### config.mk
export PLATFORM = sky130hd
export DESIGN_NAME = mem_access_arbiter
export DESIGN_NICKNAME = d
export VERILOG_FILES = /design/src/rtl/mem_access_arbiter.sv
export SDC_FILE = /design/constraint.sdc
export NUM_CORES = 1
export LEC_CHECK = 0
export CAP_MARGIN = 10
export CELL_PAD_IN_SITES_DETAIL_PLACEMENT = 0
export CELL_PAD_IN_SITES_GLOBAL_PLACEMENT = 2
export CORE_AREA = 2 2 127 129
export DETAILED_ROUTE_END_ITERATION = 8
export DIE_AREA = 0 0 129 131
export HOLD_SLACK_MARGIN = 0.02
export PLACE_DENSITY_LB_ADDON = 0.1
export SYNTH_ARGS = -nofsm -noshare
export SYNTH_HDL_FRONTEND = slang
export SYNTH_SLANG_ARGS = --single-unit
### constraint.sdc
create_clock -name clk -period 2 [get_ports clk]
set_clock_uncertainty 0.15 [all_clocks]
set_input_delay 0.4 -clock clk [delete_from_list [all_inputs] [get_ports clk]]
set_output_delay 0.4 -clock clk [all_outputs]
set_load 0.01 [all_outputs]
### src/rtl/mem_access_arbiter.sv
// Round-robin arbiter/sequencer sharing one single-port byte memory among N_REQ
// requesters: IDLE (arbitrate, latch) -> ACCESS (chip enable) -> COMPLETE (ack).
module mem_access_arbiter #(
  parameter int N_REQ  = 4,
  parameter int ADDR_W = 8,
  parameter int DATA_W = 8
) (
  input  logic                       clk,
  input  logic                       rst_n,
  input  logic [N_REQ-1:0]           req,
  input  logic [N_REQ-1:0]           req_we,
  input  logic [N_REQ*ADDR_W-1:0]    req_addr,
  input  logic [N_REQ*DATA_W-1:0]    req_wdata,
  output logic [N_REQ-1:0]           ack,
  output logic [DATA_W-1:0]          rdata,
  output logic [$clog2(N_REQ)-1:0]   grant_id,
  output logic                       busy,
  output logic [ADDR_W-1:0]          mem_addr,
  output logic [DATA_W-1:0]          mem_wdata,
  input  logic [DATA_W-1:0]          mem_rdata,
  output logic                       mem_rw,
  output logic                       mem_ce
);

  localparam int IDW = $clog2(N_REQ);

  typedef enum logic [1:0] {S_IDLE, S_ACCESS, S_COMPLETE} state_t;

  state_t              state;
  logic [IDW-1:0]      ptr;
  logic [IDW-1:0]      idx;
  logic [IDW-1:0]      win;
  logic [IDW-1:0]      ptr_next;
  logic                found;
  logic                sel_we;
  logic [ADDR_W-1:0]   sel_addr;
  logic [DATA_W-1:0]   sel_wdata;

  // First active request at or above ptr, wrapping modulo N_REQ.
  always_comb begin
    found     = 1'b0;
    win       = '0;
    idx       = '0;
    sel_we    = 1'b0;
    sel_addr  = '0;
    sel_wdata = '0;
    for (int unsigned i = 0; i < N_REQ; i++) begin
      idx = IDW'((32'(ptr) + i) % N_REQ);
      if (!found && req[idx]) begin
        found     = 1'b1;
        win       = idx;
        sel_we    = req_we[idx];
        sel_addr  = req_addr[idx*ADDR_W +: ADDR_W];
        sel_wdata = req_wdata[idx*DATA_W +: DATA_W];
      end
    end
  end

  assign ptr_next = (grant_id == IDW'(N_REQ - 1)) ? '0 : grant_id + 1'b1;

  // mem_addr/mem_wdata/mem_rw double as the request latches.
  always_ff @(posedge clk or negedge rst_n) begin
    if (!rst_n) begin
      state     <= S_IDLE;
      ptr       <= '0;
      ack       <= '0;
      rdata     <= '0;
      grant_id  <= '0;
      busy      <= 1'b0;
      mem_addr  <= '0;
      mem_wdata <= '0;
      mem_rw    <= 1'b0;
      mem_ce    <= 1'b0;
    end else begin
      ack <= '0;
      case (state)
        S_IDLE: begin
          if (found) begin
            grant_id  <= win;
            mem_rw    <= sel_we;
            mem_addr  <= sel_addr;
            mem_wdata <= sel_wdata;
            mem_ce    <= 1'b1;
            busy      <= 1'b1;
            state     <= S_ACCESS;
          end
        end
        S_ACCESS: begin
          mem_ce <= 1'b0;
          if (!mem_rw) rdata <= mem_rdata;
          ack[grant_id] <= 1'b1;
          ptr    <= ptr_next;
          state  <= S_COMPLETE;
        end
        S_COMPLETE: begin
          busy  <= 1'b0;
          state <= S_IDLE;
        end
        default: state <= S_IDLE;
      endcase
    end
  end

endmodule
==> summary.txt, run 1 <==
STA
  • Final worst setup slack: -0.124 ns
  • Max transition margin: 71.1%
  • Final period util: 106%
  • Final Hold Fails: 0
  • Worst-margin pin slew: 0.433 ns
  • Setup Viol. Count Final: 17
  • Max-slew violations: 0
  • Tmin final: around 2.1 ns
  • Peak Freq: 471 MHz
  • RSZ-0062 raised after global routing: true
  • Fin Hold WS: approximately 0.31 ns

Final layout
  • # diodes: 0
  • Layout cells sized above 1: 24.8%
  • Area grow syn2layout: 63.9%
  • NumNets Final: 695

Synth
  • Syn. warnings: 0
  • Top cells by area, synth: dfrtp_1 (25%), mux2i_1 (14%), a222oi_1 (9.0%)
  • Yosys top cell area share: 25.3%
  • Post-synthesis sequential area ratio: 25.3%
  • Yosys top cell by area: dfrtp_1
  • Yosys reg bits: 37
  • Ys flop type: dfrtp_1
  • Cell variety after synth: 49
  • Post-Syn Instances: 438
  • Asr flop ratio synth: 100%
  • Synthesized area: 0.00366 sq mm
  • Avg Inst Size Synth: 8.35 sq um
  • Syn Nets: 524
  • Post-synth EDFFs: 0

Worst setup path
  • Setup CP Type: register to register
  • Crit-path cells: buf_8 -> nor3b_4 -> a21oi_4 -> mux2_4 -> a21boi_2 -> a221oi_2 -> a21o_1
  • Worst Path Buf+Inv: 1
  • Largest stage delay, worst path: ~0.52 ns
  • WP depth: 7
  • WP data required: 2.08 ns
  • Critical path arrival: 2.20 ns
  • Endpoint class of the critical path: register
  • Reg2Reg Depth: 7
  • CP max FO: 8
  • Cell class contributing the biggest share of worst-path delay: compound AO/OA/AOI/OAI gates
  • Worst path slowest cell: dfrtp_4
  • Setup crit start kind: register

Power
  • Pwr/cell area: 1290 mW/mm^2
  • Leak: between 2 and 3 nW
  • Total power: about 7.8 mW
  • Maximum VDD drop: 511 uV

Outcome
  • Failing checks: setup timing
  • Status: finished, violations left

Detailed routing
  • Wirelength per Cell: 19.7 um
  • DR pass1 iterations: 6
  • WL final: 16,300 um
  • Vias per cell: around 5.2
  • DRC Markers: 0
  • DRT iter0 DRCs: ~430
  • Post-DRT Antenna Nets: 0
  • Vias: 4,322

Floorplanning
  • Initial Util: 23.4%
  • Core area: 0.0156 sq mm
  • DIE AREA: roughly 0.017 sq mm
  • Io pins: 115
  • Rows: 46
  • Die H: 131 um
  • Chip width: around 130 um

Place
  • Port Buf Inserts: 114
  • Hpwl dp: 11,000 um
  • GPL Wtd Cong: 0.806

Clock network
  • CTS tree: built
  • CTS sink count: 37
  • Longest Clk Path Bufs: 2
  • Root Buffer Master: clkbuf_16
  • Cts bufs inserted: 5
  • Worst-path clk slew: 0.06 ns
  • Max H-tree Level: 2
  • Worst-Skew Late Latency: 0.28 ns

Global routing
  • Initial antenna violation count: 0
  • Global-route wire length before repair: 24,600 um
  • GRT overflow: 0
  • Vias in the first global route: about 4,300
  • GRT Util Overall: 19.1%
  • Pin count of the biggest net entering global routing: 37

Job
  • Max-Cap Viols: 0

Min path
  • Hold Crit Depth: 1
  • Worst hold path type: register to register
-- state kept, by name, summed over array words and instances, names as in the netlist --
name / count
mem_ce: 1
ack: 4
ptr: 2
state: 2
grant_id: 2
mem_rw: 1
mem_wdata: 8
busy: 1
mem_addr: 8
rdata: 8
-- cells in the final DEF (no fill, tap or decap), types with 3 or more instances in the layout --
master	n
a21boi_1	7
a21boi_2	9
a21o_1	16
a21oi_1	20
a221oi_2	16
a222oi_1	33
and2_1	6
buf_12	10
buf_4	69
buf_6	8
clkbuf_16	5
clkdlybuf4s50_1	109
dfrtp_1	35
dlygate4sd2_1	4
ha_1	4
inv_1	7
mux2_2	8
mux2_4	3
mux2i_1	50
nand2_1	86
nand3_1	32
nor2_1	5
nor2b_1	3
o21ai_0	19
-- what timing repair did --
item / in CTS / in global routing
setup endpoints to repair: 18 / 17
setup buffers: 3 / 1
endpoints found under the hold margin: 12 / 0
gates cloned: 3 / 0
hold buffers: 1 / 0
gates resized for setup: 38 / 14
pin swaps: 8 / 24
-- cell type report --
class                      instances  area, sq um
timing repair buffer             204         1980
multi-input combinational        352         2640
fill                            1603         9600
clock inverter                     2         10.0
sequential                        37          931
clock buffer                       6          129
tap                              216          270
inverter                           9         33.8
-- kinds of logic (layout without fill, tap and decap cells) --
family / Yosys count / after routing / synth area share (%)
AOI/OAI and AO/OA: 138 / 138 / 30.2
adders and majority gates: 4 / 4 / 1.37
buffers and inverters: 51 / 221 / 7.25
DFF: 37 / 37 / 25.3
muxes: 59 / 61 / 16.6
and+or+nand+nor: 149 / 149 / 19.3
-- worst register-to-register path: cells and delay by family (launching register included) --
kind                   cells  cell delay, ns
buffers and inverters      1            0.16
AO/OA/AOI/OAI              4            0.64
multiplexers               1            0.36
flip-flops                 1            0.52
AND/OR/NAND/NOR            1            0.24
-- per-stage QoR --
step	worst slack, ns	utilization (%)	setup TNS, ns	instance area [sq um]	instances
3_5_place_dp	-0.622	35.9	-10.59	5600	810
4_1_cts	-0.114	38.1	-1.70	5940	825
5_1_grt	-0.230	38.4	-3.46	6000	826
6_report	-0.124	38.4	-1.80	6000	826
3_3_place_gp	-0.558	35.9	-9.98	5600	810
2_1_floorplan	-0.0214	-	-0.0383	3700	438
-- worst paths after layout --
check / startpoint / end / slack (ns)
setup reg to reg: ptr[1] / mem_wdata[5] / -0.12
setup / recovery: ptr[1] / mem_wdata[5] / -0.12
hold reg to reg: state[1] / busy / 0.31
hold / removal: state[1] / busy / 0.31
min in group asynchronous: rst_n / busy / 0.43
max in group asynchronous: rst_n / ptr[0] / 0.79
-- cell usage after synthesis (2+ instances only) --
| cell | instances |
|---|---|
| nand2_1 | 86 |
| a21boi_0 | 6 |
| o21ai_0 | 19 |
| and2_1 | 6 |
| nor2_1 | 5 |
| buf_4 | 6 |
| ha_1 | 4 |
| buf_2 | 17 |
| mux2i_1 | 50 |
| a21o_1 | 16 |
| nor3b_4 | 2 |
| nor2b_1 | 4 |
| nand3_1 | 32 |
| nor2_2 | 2 |
| or3_1 | 2 |
| a221oi_2 | 9 |
| a21oi_1 | 22 |
| a221o_1 | 2 |
| clkbuf_1 | 14 |
| and3b_1 | 3 |
| inv_1 | 8 |
| a222oi_1 | 33 |
| a21boi_1 | 10 |
| dfrtp_1 | 37 |
| o21ai_1 | 2 |
| mux2_2 | 8 |
| buf_6 | 4 |
| a221oi_1 | 8 |
-- where the power goes --
group / internal (mW) / switching (mW) / total (mW) / leakage (nW)
Sequential: 1.12 / 0.294 / 1.42 / 0.451
Clock: 0.459 / 0.333 / 0.792 / 0.0706
Combinational: 2.76 / 2.79 / 5.55 / 2.08
-- per-layer routing --
metal	track usage [%]	vias up	wire (um)
li1	-	2020	-
met5	0	-	0
met1	25.2	2079	7060
met4	7.03	0	323
met2	32.5	196	7870
met3	2.04	27	1030
(Power assumes the default switching activity.)
==> run 2: changes to the inputs <==
CORE_AREA = 2 2 109 111   (was 2 2 127 129)
DIE_AREA = 0 0 111 113   (was 0 0 129 131)
DONT_BUFFER_PORTS = 1   (was default)
==> run 2 against run 1 <==
Effect of this change: the flow still finishes with violations (setup timing); flip-flop and latch count unchanged; die area decreased by 26%; sequential power increased by 13%; non-clock buffer count decreased by 131; sequential share of layout area increased by 3.7 points; cell count decreased by 25%; global-route usage increased by 3.9 points; worst hold slack got worse by 0.19 ns; maximum frequency decreased by 3.1%; cell area decreased by 19%; utilization increased by 4.4 points; critical path depth unchanged; critical path type unchanged; largest cell class unchanged.
==> summary.txt, run 2 (synthesized netlist as in run 1, its figures left out) <==
Detailed routing
  • Post-DRT Antenna Nets: 0 (unchanged)
  • Vias: 3,821 (-12%)
  • Vias per cell: 6.14 (+17%)
  • DR pass1 iterations: 8 (+2)
  • Wirelength per Cell: 23.4 um (+18%)
  • WL final: 14,500 um (-11%)
  • DRT iter0 DRCs: 440 (+2.1%)
  • DRC Markers: 0 (unchanged)

Power
  • Sw Share: 44.9% (+0.89 points)
  • Int Pwr: 4.04 mW (-6.8%)
  • Combinational Power Share: 65.0% (-6.5 points)
  • Maximum VDD drop: 502 uV (-1.7%)
  • Total power: 7.34 mW (-5.3%)
  • Leak: 2.14 nW (-18%)
  • Reg power frac: 21.8% (+3.5 points)
  • Pwr/cell area: 1520 mW/mm^2 (+17%)
  • Sw Pwr: 3.30 mW (-3.4%)
  • Clock power share: 13.2% (+3.0 points)

Outcome
  • Status: finished, violations left
  • Failing checks: setup timing

STA
  • Peak Freq: 456 MHz (-3.1%)
  • Tmin final: 2.19 ns (+0.0684 ns)
  • Setup Viol. Count Final: 17 (unchanged)
  • RSZ-0062 raised after global routing: true
  • Worst-margin pin slew: 0.381 ns (-0.0523 ns)
  • Final Hold Fails: 0 (unchanged)
  • Max-slew violations: 0 (unchanged)
  • Final worst setup slack: -0.192 ns (-0.0684 ns)
  • Fin Hold WS: 0.117 ns (-0.195 ns)
  • Final period util: 110% (+3.4 points)
  • Max transition margin: 74.6% (+3.5 points)

Worst setup path
  • Critical path arrival: 2.27 ns (+0.07 ns)
  • Internal reg-to-reg setup slack: -0.19 ns (-0.07 ns)
  • FF-to-FF End: mem_wdata[6]
  • CP max FO: 6 (-2)
  • Endpoint class of the critical path: register
  • WP data required: 2.08 ns (about the same)
  • Reg2Reg Depth: 7 (unchanged)
  • Setup CP Type: register to register
  • Reg2Reg Launch Point: ptr[1]
  • Setup crit start kind: register

Clock network
  • Root Buffer Master: clkbuf_16
  • Longest Clk Path Bufs: 2 (unchanged)
  • Worst-path clk slew: 0.07 ns (about the same)
  • Max H-tree Level: 2 (unchanged)
  • Worst-Skew Late Latency: 0.29 ns (about the same)
  • Cts bufs inserted: 5 (unchanged)
  • CTS tree: built
  • CTS sink count: 37 (unchanged)

Place
  • Placed insts: 594 (-27%)
  • Hpwl dp: 9700 um (-12%)
  • Port Buf Inserts: 0 (-100%)
  • Area after DPL: 0.00407 sq mm (-27%)
  • GPL Wtd Cong: 0.827 (+2.7%)

Global routing
  • Pin count of the biggest net entering global routing: 38 (+2.7%)
  • GRT overflow: 0 (unchanged)
  • Global-route wire length before repair: 22,800 um (-7.0%)
  • GRT Util Overall: 23.0% (+3.9 points)
  • Initial antenna violation count: 0 (unchanged)
  • Vias in the first global route: 4,020 (-5.7%)

Min path
  • Worst hold path type: primary input to register
  • Hold Crit Start: mem_rdata[5]
  • Worst Hold End: rdata[5]
  • Hold Crit Depth: 1 (unchanged)

Final layout
  • Fill cells: 1,108 (-31%)
  • NumNets Final: 564 (-19%)
  • Top Registers: mem_addr x8, mem_wdata x8, rdata x8
  • Most frequent cells in the layout: nand2_1 (86), mux2i_1 (49), buf_4 (36)
  • Area grow syn2layout: 32.2%
  • Leading cell type in the layout, fill and taps excluded: nand2_1
  • # diodes: 0 (unchanged)
  • Non-Filler Instances: 622 (-25%)
  • Layout cells sized above 1: 30.5% (+5.7 points)
  • Cell area after layout: 0.00483 sq mm (-19%)
  • Fin util: 42.9% (+4.4 points)

Floorplanning
  • Die H: 113 um (-14%)
  • DIE AREA: 0.0125 sq mm (-26%)
  • Initial Util: 32.4% (+9.0 points)
  • Core area: 0.0113 sq mm (-28%)
  • Chip width: 111 um (-14%)
  • Rows: 39 (-15%)
  • Io pins: 115 (unchanged)

Job
  • Max-Cap Viols: 0 (unchanged)
run 2: cell count changes in the layout (fill, tap and decap cells not counted), moves of 3 or more:
cell / before / now
a21boi_1: 7 / 4
dlygate4sd2_1: 4 / 0
buf_4: 69 / 36
clkdlybuf4s50_1: 109 / 0
buf_12: 10 / 6
buf_6: 8 / 28
run 2: final cells by class:
class | instances | area [sq um] | share of cell area [%]
Clock buffer | 6 | 139 | 2.87
Clock inverter | 2 | 37.5 | 0.777
Inverter | 9 | 35.0 | 0.725
Multi-Input combinational cell | 352 | 2740 | 56.8
Sequential cell | 37 | 931 | 19.3
Tap cell | 143 | 179 | 3.70
Timing Repair Buffer | 73 | 768 | 15.9
run 2: power by group through the flow:
stage	sequential, mW	combinational (mW)	clock [mW]
floorplan	1.46	2.94	0
global placement	1.61	3.94	0
detailed placement	1.62	3.96	0
CTS	1.61	4.61	0.987
global route	1.65	5.26	1.02
finish	1.60	4.77	0.968
run 2: stage by stage:
| step | worst slack [ns] | TNS [ns] |
|---|---|---|
| 4_1_cts | -0.131 | -1.45 |
| 6_report | -0.192 | -2.21 |
| 3_5_place_dp | -0.275 | -3.98 |
| 3_3_place_gp | -0.232 | -3.20 |
| 2_1_floorplan | -0.0214 | -0.0383 |
| 5_1_grt | -0.266 | -3.33 |
run 2: routing by layer:
layer  track usage, %  vias to the layer above  wire length (um)
met3             5.84                       18              1220
met1             28.9                     1849              6080
met5                0                        -                 0
li1                 -                     1754                 -
met4             7.42                        0               216
met2             38.9                      200              7010
run 2: how the worst max path moves through the flow:
stage / start / endpoint / slack, ns / depth (start not counted)
6_report: ptr[1] / mem_wdata[6] / -0.19 / 7
2_1_floorplan: ptr[1] / mem_addr[6] / -0.02 / 9
5_1_grt: ptr[1] / mem_wdata[6] / -0.27 / 8
3_5_place_dp: ptr[1] / mem_rw / -0.28 / 6
3_3_place_gp: ptr[1] / mem_wdata[1] / -0.23 / 6
4_1_cts: ptr[1] / mem_wdata[6] / -0.13 / 7
run 2: worst max-delay path, cell delays in order, from the launching register on:
cell and delay, ns:
dfrtp_4 0.53, buf_6 0.15, nor4b_4 0.28, a41oi_4 0.10, mux2_4 0.36, a21boi_2 0.18, a221oi_4 0.21, a21o_1 0.15
run 2: repair_timing:
action | CTS | global route
hold buffers | 2 | 0
gates resized for setup | 66 | 23
hold endpoints to repair | 37 | 0
endpoints found under the setup margin | 17 | 18
buffers inserted | 12 | 3
pin swaps | 25 | 21
gates cloned | 3 | 1
